### src/rtl/des_pkg.sv
// Shared DES key-schedule constants: permutation tables, shift schedule and FSM states.
// Tables use FIPS 46-3 1-based bit numbering, where bit 1 is the MSB of the vector.
package des_pkg;

   localparam int KEY_W    = 64;
   localparam int HALF_W   = 28;
   localparam int CD_W     = 56;
   localparam int SUBKEY_W = 48;
   localparam int ROUNDS   = 16;

   localparam int PC1_TBL [CD_W] = '{
      57, 49, 41, 33, 25, 17,  9,
       1, 58, 50, 42, 34, 26, 18,
      10,  2, 59, 51, 43, 35, 27,
      19, 11,  3, 60, 52, 44, 36,
      63, 55, 47, 39, 31, 23, 15,
       7, 62, 54, 46, 38, 30, 22,
      14,  6, 61, 53, 45, 37, 29,
      21, 13,  5, 28, 20, 12,  4
   };

   localparam int PC2_TBL [SUBKEY_W] = '{
      14, 17, 11, 24,  1,  5,
       3, 28, 15,  6, 21, 10,
      23, 19, 12,  4, 26,  8,
      16,  7, 27, 20, 13,  2,
      41, 52, 31, 37, 47, 55,
      30, 40, 51, 45, 33, 48,
      44, 49, 39, 56, 34, 53,
      46, 42, 50, 36, 29, 32
   };

   // Bit r-1 set means round r uses a single-bit rotate (rounds 1, 2, 9, 16).
   localparam logic [ROUNDS-1:0] SHIFT1_MASK = 16'h8103;

   typedef enum logic [1:0] {
      IDLE   = 2'd0,
      EMIT   = 2'd1,
      FINISH = 2'd2
   } ks_state_e;

   // Rotate amount for a 0-based round index: 1'b1 means a 2-bit rotate.
   function automatic logic double_shift(input logic [3:0] round0);
      return ~SHIFT1_MASK[round0];
   endfunction

endpackage

### src/rtl/des_pc2.sv
// PC-2 compression: 56-bit {C,D} to a 48-bit DES round subkey.
// Purely combinational so the round datapath can reuse it.
module des_pc2
   import des_pkg::*;
(
   input  logic [CD_W-1:0]     i_cd,
   output logic [SUBKEY_W-1:0] o_subkey
);

   always_comb begin
      o_subkey = '0;
      for (int j = 0; j < SUBKEY_W; j++) begin
         o_subkey[SUBKEY_W-1-j] = i_cd[CD_W-PC2_TBL[j]];
      end
   end

endmodule

### src/rtl/des_key_schedule.sv
// Sequential DES key schedule: streams K1..K16 (or K16..K1) over valid/ready,
// one subkey per accepted handshake, then pulses done for one cycle.
module des_key_schedule
   import des_pkg::*;
(
   input  logic                clk,
   input  logic                rst_n,
   input  logic                start,
   input  logic                decrypt,
   input  logic [KEY_W-1:0]    key,
   input  logic                subkey_ready,
   output logic                subkey_valid,
   output logic [SUBKEY_W-1:0] subkey,
   output logic [3:0]          round_idx,
   output logic                busy,
   output logic                done
);

   function automatic logic [CD_W-1:0] pc1(input logic [KEY_W-1:0] k);
      logic [CD_W-1:0] r;
      r = '0;
      for (int j = 0; j < CD_W; j++) begin
         r[CD_W-1-j] = k[KEY_W-PC1_TBL[j]];
      end
      return r;
   endfunction

   function automatic logic [HALF_W-1:0] rotl28(input logic [HALF_W-1:0] x, input logic two);
      return two ? {x[HALF_W-3:0], x[HALF_W-1:HALF_W-2]} : {x[HALF_W-2:0], x[HALF_W-1]};
   endfunction

   function automatic logic [HALF_W-1:0] rotr28(input logic [HALF_W-1:0] x, input logic two);
      return two ? {x[1:0], x[HALF_W-1:2]} : {x[0], x[HALF_W-1:1]};
   endfunction

   ks_state_e           r_state;
   logic [HALF_W-1:0]   r_c;
   logic [HALF_W-1:0]   r_d;
   logic [3:0]          r_cnt;
   logic                r_dec;
   logic                r_valid;
   logic                r_busy;
   logic                r_done;
   logic [3:0]          r_idx;

   logic [CD_W-1:0]     w_pc1;
   logic                w_hs;
   logic                w_enc_two;
   logic                w_dec_two;
   logic [HALF_W-1:0]   w_c_next;
   logic [HALF_W-1:0]   w_d_next;

   assign w_pc1 = pc1(key);
   assign w_hs  = r_valid & subkey_ready;

   // Encrypt steps K(cnt+1) -> K(cnt+2); decrypt steps K(16-cnt) -> K(15-cnt).
   assign w_enc_two = double_shift(r_cnt + 4'd1);
   assign w_dec_two = double_shift(4'd15 - r_cnt);

   always_comb begin
      w_c_next = r_c;
      w_d_next = r_d;
      if (r_dec) begin
         w_c_next = rotr28(r_c, w_dec_two);
         w_d_next = rotr28(r_d, w_dec_two);
      end else begin
         w_c_next = rotl28(r_c, w_enc_two);
         w_d_next = rotl28(r_d, w_enc_two);
      end
   end

   always_ff @(posedge clk or negedge rst_n) begin
      if (!rst_n) begin
         r_state <= IDLE;
         r_c     <= '0;
         r_d     <= '0;
         r_cnt   <= '0;
         r_dec   <= 1'b0;
         r_valid <= 1'b0;
         r_busy  <= 1'b0;
         r_done  <= 1'b0;
         r_idx   <= '0;
      end else begin
         case (r_state)
            IDLE: begin
               r_done <= 1'b0;
               if (start) begin
                  // PC-1 output is already {C16,D16} since the total rotation is 28.
                  if (decrypt) begin
                     r_c   <= w_pc1[CD_W-1:HALF_W];
                     r_d   <= w_pc1[HALF_W-1:0];
                     r_idx <= 4'd15;
                  end else begin
                     r_c   <= rotl28(w_pc1[CD_W-1:HALF_W], 1'b0);
                     r_d   <= rotl28(w_pc1[HALF_W-1:0], 1'b0);
                     r_idx <= 4'd0;
                  end
                  r_cnt   <= '0;
                  r_dec   <= decrypt;
                  r_valid <= 1'b1;
                  r_busy  <= 1'b1;
                  r_state <= EMIT;
               end
            end
            EMIT: begin
               if (w_hs) begin
                  if (r_cnt == 4'd15) begin
                     r_valid <= 1'b0;
                     r_done  <= 1'b1;
                     r_state <= FINISH;
                  end else begin
                     r_cnt <= r_cnt + 4'd1;
                     r_c   <= w_c_next;
                     r_d   <= w_d_next;
                     r_idx <= r_dec ? (4'd14 - r_cnt) : (r_cnt + 4'd1);
                  end
               end
            end
            FINISH: begin
               r_done  <= 1'b0;
               r_busy  <= 1'b0;
               r_state <= IDLE;
            end
            default: begin
               r_valid <= 1'b0;
               r_busy  <= 1'b0;
               r_done  <= 1'b0;
               r_state <= IDLE;
            end
         endcase
      end
   end

   des_pc2 u_pc2 (
      .i_cd     ({r_c, r_d}),
      .o_subkey (subkey)
   );

   assign subkey_valid = r_valid;
   assign round_idx    = r_idx;
   assign busy         = r_busy;
   assign done         = r_done;

endmodule

### config.mk
export PLATFORM = sky130hd
export DESIGN_NAME = des_key_schedule
export DESIGN_NICKNAME = d
export VERILOG_FILES = /design/src/rtl/des_pkg.sv /design/src/rtl/des_pc2.sv /design/src/rtl/des_key_schedule.sv
export SDC_FILE = /design/constraint.sdc
export NUM_CORES = 1
export LEC_CHECK = 0
export CAP_MARGIN = 20
export CORE_ASPECT_RATIO = 0.9
export CORE_MARGIN = 3
export CORE_UTILIZATION = 70
export DETAILED_ROUTE_END_ITERATION = 10
export DONT_BUFFER_PORTS = 1
export HOLD_SLACK_MARGIN = 0.08
export PLACE_DENSITY_LB_ADDON = 0.12
export SLEW_MARGIN = 20
export SYNTH_ARGS = -nofsm -noshare
export SYNTH_HDL_FRONTEND = slang
export SYNTH_SLANG_ARGS = --single-unit
### constraint.sdc
create_clock -name clk -period 3.5 [get_ports clk]
set_clock_uncertainty 0.1 [all_clocks]
set_input_delay 0.7 -clock clk [delete_from_list [all_inputs] [get_ports clk]]
set_output_delay 0.7 -clock clk [all_outputs]
set_load 0.05 [all_outputs]
==> metrics <==
1st-iter DRT viols 272; IO buf count 0; core area 8150 µm²; CTS root buffer clkbuf_8; top-area cell type share of the netlist area 29.6%; Post-Synth Adder-Cell Area 0.635%; worst slack, placed 987 ps; crit share post-route 72.6%; vias per cell 6.80; Area contributors post-synth dfrtp_1 (30%), mux2i_1 (9.7%), a22o_1 (8.3%); detailed placer's ending HPWL 8.85 mm; Max stage delay on crit path 490 ps; Required @ worst endpoint 3680 ps; die area 9580 µm²; Vias 4,869; deepest clock path buffer count 2; family with the most delay on the worst path compound AO/OA/AOI/OAI gates; crit path from r_cnt[0]; status complete, no violations; Min-Delay Path Class in2async; final hold vios 0; clock insertion delay at the later pin of the skew report 340 ps; CTS buffer count 9; Post-CTS Setup Repair Bufs 0; Nets 684; Post-Place Cells 699; largest family of logic cells by synthesized area compound AO/OA/AOI/OAI gates; Yosys top cell by area dfrtp_1; Reg area 1750 µm²; Initial DRT Pass Iterations 4; routed len/inst 19.3 µm; max-cap violation count 0; Initial Util 72.5%; worst-path maximum fanout 21; post-synthesis area per instance 8.38 µm²; Synth Area in Simple Gates 19.2%; Max Slew Vio Count 0; flop-to-flop setup slack 960 ps; synthesized instance count 705; R2R depth 8; proportion of synthesized area in mux cells 10.7%; Overflow after GRT 0; Clock Pin Slew Worst Setup and Hold Paths 80 ps; critical path data arrival time 2720 ps; count of final setup violators 0; setup TNS 0 ps; vias in the first global route 4,533; fin area 5600 µm²; Synth Area in XOR/XNOR 0.889%; clock tree from TritonCTS yes; Reg2Reg Launch Point r_cnt[0]; Synth async-reset ratio 100%; count leader, synth nand2_1; fin cells 716; max_slew headroom 57.0%; Synth Flop Type dfrtp_1; actual transition at the worst max-transition pin 645 ps; Clock Sink Count 70; Netlist cell types 33; gr usage total 28.9%; die width 103 µm; worst path buffer plus inverter count 2; post-CTS sizing 0; worst path cell trace inv_1, ha_1, nor2b_1, mux2_2, buf_4, nand2_1, a311oi_1, a22o_1; first-pass GRT wire length 22.7 mm; minimum clock period 2540 ps; RePlAce Congestion 0.817; Critical Path Slowest Stage Cell mux2_2; # rows 31; Seq/Total Area, Yosys 29.6%; Placed Area 5410 µm²; area of the multi-input gates 3390 µm²; RSZ-0062 raised after global routing false; largest net degree at the start of global routing 115; fillers 672; # IOs 124; Synth Register Bits 70; Setup WS post-layout 959 ps; Crit path depth 8; antenna cells 0; Fmax achieved 394 MHz; crit end category register; Yosys warning count 0; drt drc 0; H-tree depth 3; post-synthesis compound-gate area fraction 25.8%; routed wire length 13.8 mm; initial antenna violation count 0; Post-synth EDFFs 0; CP Launch Type register; Net Count, Synth 777; synthesized area 5910 µm²; Setup CP Type reg2reg; die height 93.2 µm; R2R Path End r_c[19]; layout cells sized above 1 5.19%; synth-to-layout area growth -5.23%; CP endpoint r_c[19]; top cells by count, synth nand2_1 (121), dfrtp_1 (70), nor2_1 (60), nor2b_1 (59), mux2i_1 (57); Antenna Nets Post-Route 0
-- registers in the layout, summed over array words and instances, names as in the netlist --
name          count
r_d              28
r_cnt             4
r_c              28
done              1
subkey_valid      1
r_state           2
round_idx         4
busy              1
r_dec             1
-- area by class of cell --
class,count,share of cell area [%]
clock buffers,13,2.48
multi-input cells,513,60.6
well taps,99,2.21
flip-flops and latches,70,31.3
clock inverters,3,0.402
repair buffers,11,2.50
inverters,7,0.469
-- layout by cell type (no fill, tap or decap) --
cell type	count
mux2_4	1
a211oi_1	56
mux2i_4	1
clkinv_4	2
nor3b_1	1
nand3_1	3
inv_1	7
buf_12	3
dfrtp_2	1
nand2_1	121
a21o_4	1
xor2_1	3
ha_1	3
mux2i_1	57
nand2b_1	2
buf_4	7
a311oi_1	56
a32o_1	1
a22o_1	56
xnor2_1	3
o31ai_1	2
clkbuf_1	4
and2_2	1
nand4_1	4
clkinv_2	1
mux2_2	2
nor2_1	60
nor3_1	1
nand2b_2	1
clkbuf_8	9
dfrtp_1	69
a21oi_1	7
nor4_1	1
nor2b_1	59
buf_16	1
a21oi_4	1
o21ai_0	9
-- layer usage --
layer | GRT usage (%) | part of all wire, % | vias to the layer above
met3 | 7.38 | 9.3 | 14
met2 | 43.7 | 45 | 203
met1 | 41.2 | 44 | 2320
li1 | - | - | 2332
met5 | 0 | 0 | -
met4 | 7.66 | 1.1 | 0
-- how the worst min path moves through the flow --
stage | start | to | slack, ps | cells past startpoint
after global placement | rst_n | round_idx[3] | 310 | 0
final | rst_n | done | 110 | 1
after CTS | rst_n | round_idx[3] | 140 | 1
after global routing | rst_n | round_idx[3] | 150 | 1
after floorplan | rst_n | busy | 300 | 0
after detailed placement | rst_n | round_idx[3] | 310 | 0
-- kinds of logic (layout without fill, tap and decap cells) --
kind of cell	count (synthesis)	count (layout)
and+or+nand+nor	254	254
AOI/OAI and AO/OA	189	189
buffers and inverters	122	34
DFF	70	70
muxes	61	61
xor gates and xnor gates	6	6
adders and majority gates	3	3
-- stage by stage --
stage,hold WS [ps],utilization (%)
3_3_place_gp,306,66.4
3_5_place_dp,306,66.4
6_report,114,68.7
4_1_cts,141,68.7
5_1_grt,149,68.7
2_1_floorplan,304,-
-- timing repair --
item | in CTS | in global routing
setup endpoints to repair | 0 | 0
hold buffers | 1 | 0
hold endpoints to repair | 70 | 0
Power is left out: the tool's default activity adds up to more than one toggle a clock period on the data nets, which glitch-free logic cannot reach.
